### config.mk
export PLATFORM = sky130hd
export DESIGN_NAME = downcounter
export DESIGN_NICKNAME = d
export VERILOG_FILES = /design/src/rtl/downcounter_pkg.sv /design/src/rtl/downcounter.sv
export SDC_FILE = /design/constraint.sdc
export NUM_CORES = 1
export LEC_CHECK = 0
export BUFFER_PORTS_ARGS = -buffer_cell sky130_fd_sc_hd__buf_2
export CORE_AREA = 2 2 39 41
export DETAILED_ROUTE_END_ITERATION = 12
export DIE_AREA = 0 0 41 43
export PLACE_DENSITY = 0.72
export REMOVE_ABC_BUFFERS = 1
export SYNTH_ARGS = -nofsm -noshare
export SYNTH_HDL_FRONTEND = slang
export SYNTH_SLANG_ARGS = --single-unit
### constraint.sdc
create_clock -name clk -period 2.4 [get_ports clk]
set_input_delay 0.48 -clock clk [delete_from_list [all_inputs] [get_ports clk]]
set_output_delay 0.48 -clock clk [all_outputs]
set_load 0.02 [all_outputs]
### src/rtl/downcounter_pkg.sv
// Shared definitions for the downcounter block: state encodings and
// default width used by the counter and anything that talks to it.
`ifndef DOWNCOUNTER_PKG_SV
`define DOWNCOUNTER_PKG_SV

package downcounter_pkg;

   // State encodings; kept bit-compatible with the legacy defs.v values.
   localparam logic DC_COUNT = 1'b0;
   localparam logic DC_HALT  = 1'b1;

   // Default counter width.
   localparam int DC_WIDTH_DEFAULT = 4;

endpackage

`endif

### src/rtl/downcounter.sv
// Loadable N-bit down counter with a one-cycle terminal-count pulse.
// tc rises only on the 1 -> 0 decrement. At zero the counter either
// halts (one-shot) or reloads from the last loaded value (auto-reload).
`ifndef DOWNCOUNTER_SV
`define DOWNCOUNTER_SV

module downcounter
   import downcounter_pkg::*;
#(
   parameter int N = DC_WIDTH_DEFAULT
) (
   input  logic         clk,
   input  logic         reset,
   input  logic         en,
   input  logic         load,
   input  logic [N-1:0] load_val,
   input  logic         auto_reload,
   output logic [N-1:0] q,
   output logic         tc,
   output logic         busy
);

   localparam logic [N-1:0] ONE  = {{(N-1){1'b0}}, 1'b1};
   localparam logic [N-1:0] ZERO = '0;

   logic         state;
   logic [N-1:0] reload_val;

   // Count, load, reload and halt handling with priority reset > load > en.
   always_ff @(posedge clk) begin
      if (reset) begin
         q          <= '1;
         reload_val <= '1;
         state      <= DC_COUNT;
         tc         <= 1'b0;
      end else if (load) begin
         q          <= load_val;
         reload_val <= load_val;
         tc         <= 1'b0;
         state      <= ((load_val == ZERO) && !auto_reload) ? DC_HALT : DC_COUNT;
      end else if (state == DC_HALT) begin
         q  <= ZERO;
         tc <= 1'b0;
      end else begin
         tc <= 1'b0;
         if (en) begin
            if (q > ONE) begin
               q <= q - ONE;
            end else if (q == ONE) begin
               q  <= ZERO;
               tc <= 1'b1;
            end else if (auto_reload) begin
               q <= reload_val;
            end else begin
               state <= DC_HALT;
            end
         end
      end
   end

   assign busy = (state == DC_COUNT);

endmodule

`endif

=== Word-level counts from Yosys, hierarchy flattened ===
Index checks and enable logic that the tools add are counted.
W data, S select, Z words.

* Register bits after elaboration: 10
* Output and inout bits: 6

* Bitwise operators: 2
* Add/sub/neg operators: 1
* Multiplexer cells: 14
* Equality and inequality tests: 1
* Order comparisons: 1
* Reduce and logical (&&, ||, !) cells: 7

{| class="wikitable"
|+ Operators by type and width
! kind !! number
|-
| $mux W4 || 6
|-
| $mux W1 || 8
|-
| $reduce_bool A5 Y1 || 1
|-
| $reduce_or A5 Y1 || 1
|-
| $eq A4 B1 Y1 const B || 1
|-
| $gt A4 B1 Y1 const B || 1
|-
| $logic_not A4 Y1 || 1
|-
| $sub A4 B1 Y4 const B || 1
|-
| $reduce_bool A3 Y1 || 1
|-
| $not A1 Y1 || 2
|-
| $reduce_and A2 Y1 || 1
|-
| $logic_and A1 B1 Y1 || 1
|-
| $logic_not A1 Y1 || 1
|}

=== Depth between registers and ports, before layout ===
* Word-level depth: 6
* Depth in mapped cells: 6
* Depth with buffers taken out: 6

=== Worst setup path after synthesis ===
Ideal clock, no wire load.

* Path kind: register -> register
* Start point: register q[1]
* End point: register q[1]
* Cell stages (with the launch flop): 7
* Slack: 535 ps
* Arrival: 1739 ps
* Buffers on the path: 0
* Required time: 2274 ps
* Path through: dfxtp_1 inv_1 ha_1 or4b_4 o21a_1 o41ai_2 a21oi_1

* Cells in the longest elaborated chain, start to end: 6
* Elaborated cells on any way between the ends: 10
* Those cells by class: add/sub (1); order compare (1); eq/ne (1); mux (5); reduce/logical (2)

{| class="wikitable"
|+ Ends and longest elaborated chain
! what !! RTL line !! source
|-
| start, declared || downcounter.sv:18 || <nowiki>output logic [N-1:0] q,</nowiki>
|-
| start signal, assigned || downcounter.sv:37 || <nowiki>q <= load_val;</nowiki>
|-
| start signal, assigned || downcounter.sv:48 || <nowiki>q <= q - ONE;</nowiki>
|-
| start signal, assigned || downcounter.sv:53 || <nowiki>q <= reload_val;</nowiki>
|-
| parallel branches: the longest is 6 deep, another holds $sub A4 B1 Y4 || - ||
|}

Parallel ways; which one is timed is not known. The select of a mux whose other input is x is not followed.
A chain may end at the register's enable or synchronous reset.

=== Final worst setup path ===
* Start point: register q[1]
* End point: register q[0]

* Cells in the longest elaborated chain, start to end: 6
* Elaborated cells on any way between the ends: 9
* Those cells by class: order compare (1); eq/ne (1); mux (5); reduce/logical (2)

{| class="wikitable"
|+ Ends and longest elaborated chain
! what
|-
| parallel branches: the longest is 6 deep, another holds $gt A4 B1 Y1
|}

Parallel ways; which one is timed is not known. The select of a mux whose other input is x is not followed.

==> impl_results.md <==
- CTS tree: built
- Post-Syn Area: 539 um^2
- Worst r2r path cells: 6
- H-tree level count: 1
- Crit start category: register
- Die area: 1760 um^2
- Number of core rows: 14
- Hold Fails Final Rpt: 0
- Vias: 572
- DRC errors left: 0
- WS Path Type: reg -> reg
- Starting Density: 0.390
- FF+latch count, synth: 10
- Seq/Total Area, Yosys: 0.371
- Core Box Area: 1380 um^2
- Post-CTS setup buffer count: 0
- Initial antenna violation count: 0
- Synthesis warning total: 0
- TNS Setup: 0 ps
- Share of cells above drive strength 1: 0.247
- Fmax: 513 MHz
- Placer Congestion: 0.785
- Most frequent cells in the layout: 14 x buf_2, 10 x a21oi_1, 10 x dfxtp_1
- Async set or reset register ratio after synthesis: 0
- Mapped Avg Cell Area: 8.05 um^2
- Leading cell type in the layout, fill and taps excluded: buf_2
- Final antenna-violating net count: 0
- Max Fanout on Critical Path: 7
- Routed len/inst: 12.4 um
- Syn Inst Count: 67
- Vias in the first global route: 492
- Pin count of the biggest net entering global routing: 11
- Cells along the critical path: inv_1 -> ha_1 -> or4b_4 -> o21a_1 -> nor4_1 -> a211oi_1
- Io pins: 15
- Final Cycle Share: 0.812
- Fillers: 156
- Number of distinct library cells after synthesis: 24
- Floorplan die width: 41 um
- Total GRT Usage: 0.170
- CP peak stage delay: 530 ps
- Lkg Pwr: 0.297 nW
- Initial DRC count: 13
- Max Slew Vio Count: 0
- CP max stage cell: or4b_4
- Final layout net count: 94
- Slew HR: 0.793
- Layout area overhead: 18.8%
- Top_reg_cell synth: dfxtp_1
- Port Buffers: 14
- Pre-Repair DR Iteration Count: 4
- Worst-skew pair later-pin latency: 260 ps
- Non-Filler Instances: 97
- # resized after CTS: 0
- Fin crit period: 1950 ps
- Worst hold path type: reg -> reg
- Inst Count DP: 94
- Die H: 43 um
- Hpwl dp: 888 um
- Max-cap violations: 0
- Clock Tree Buf Depth: 2
- Sink Count: 10
- Ant diodes: 0
- Outcome: finished clean
- R2R Setup Slk: 450 ps
- First-pass GRT wire length: 1.99 mm
- Launching point of the worst reg2reg path: q[1]$_SDFFE_PP1P_
- End point of the critical path: q[0]$_SDFFE_PP1P_
- Layout Skew: 1.70 ps
- Peak VDD IR: 339 uV
- Crit path DAT: 2070 ps
- Clk slew on worst S/H paths: 60 ps
- Hold Buf Count CTS: 0
- Reg-to-reg endpoint: q[0]$_SDFFE_PP1P_
- Total CTS buffers: 3
- Critical Path End Type: register
- CP startpoint: q[1]$_SDFFE_PP1P_
- Worst-Margin Slew: 310 ps
- Post-synth EDFFs: 0
- Mean number of vias per cell: 5.90
- Grt ovf: 0
- RSZ-0062 raised after global routing: no
- Cell area power density: 597 nW/um^2
- Clk root buf: clkbuf_4
- Worst path required time: 2520 ps
- Final Setup Violations: 0
- Post-Route WL: 1.20 mm
-- flip-flops by register name, indices dropped and copies added (netlist names) --
| register | flops |
|---|---|
| tc | 1 |
| reload_val | 4 |
| q | 4 |
| state | 1 |
-- cells by family (layout without fill, tap and decap cells) --
group                      count (synthesis)  in the layout  share of synthesized area
AOI/OAI and AO/OA                         27             27                      0.325
adders and majority gates                  2              2                     0.0464
buffers and inverters                     11             25                     0.0766
DFF                                       10             10                      0.371
and+or+nand+nor                           17             17                      0.181
-- critical path: cells and delay by family, from the launching register on --
kind	cells	cell delay [ps]
adders and majority gates	1	260
DFF	1	380
buffers and inverters	1	90
AOI/OAI and AO/OA	2	320
and+or+nand+nor	2	760
-- routing by layer --
| metal | track usage | vias to the layer above | wire [um] |
|---|---|---|---|
| li1 | - | 272 | - |
| met1 | 0.225 | 271 | 593 |
| met2 | 0.225 | 25 | 513 |
| met3 | 0.0524 | 4 | 71 |
| met4 | 0.113 | 0 | 21 |
| met5 | 0 | - | 0 |
-- cell type report --
cell class                 instances  area (um^2)  share of cell area
sequential                        10          200               0.313
inverter                           8         30.0              0.0469
timing repair buffer              14         70.1               0.109
tap                               16         20.0              0.0313
multi-input combinational         46          298               0.465
clock buffer                       3         22.5              0.0352
-- how the worst min path moves through the flow --
| stage | cells past startpoint | to | slack [ps] | from |
|---|---|---|---|---|
| CTS | 2 | reload_val[1]$_SDFFE_PP1P_ | 460 | reload_val[1]$_SDFFE_PP1P_ |
| finish | 2 | reload_val[2]$_SDFFE_PP1P_ | 450 | reload_val[2]$_SDFFE_PP1P_ |
| detailed placement | 2 | reload_val[1]$_SDFFE_PP1P_ | 450 | reload_val[1]$_SDFFE_PP1P_ |
| global route | 3 | q[3]$_SDFFE_PP1P_ | 490 | load_val[3] |
| floorplan | 2 | reload_val[2]$_SDFFE_PP1P_ | 430 | reload_val[2]$_SDFFE_PP1P_ |
| global placement | 2 | reload_val[1]$_SDFFE_PP1P_ | 440 | reload_val[1]$_SDFFE_PP1P_ |
-- cell usage after synthesis, types with 2 or more instances --
master | instances | area, um^2
nor2_1 | 5 | 18.8
o21ai_0 | 5 | 25.0
ha_1 | 2 | 25.0
clkbuf_1 | 3 | 11.3
dfxtp_1 | 10 | 200
nand2_1 | 4 | 15.0
inv_1 | 8 | 30.0
a21oi_1 | 10 | 50.1
a211oi_1 | 5 | 37.5
-- through the flow --
stage | hold slack, ps | total power, W | setup slack, ps | utilization | area [um^2]
after floorplan | 430 | 0.000244 | 535 | - | 528
after global placement | 442 | 0.000276 | 587 | 0.447 | 618
after detailed placement | 445 | 0.000276 | 543 | 0.447 | 618
after CTS | 457 | 0.000388 | 457 | 0.463 | 641
after global routing | 488 | 0.000407 | 357 | 0.463 | 641
final | 453 | 0.000383 | 451 | 0.463 | 641
-- where the power goes --
part	switching (W)	total [W]	internal (W)
clock network	0.0000517	0.000109	0.0000577
registers	0.0000112	0.000190	0.000179
logic	0.0000510	0.0000835	0.0000326
Note: power is estimated with default switching activity, not from simulation.
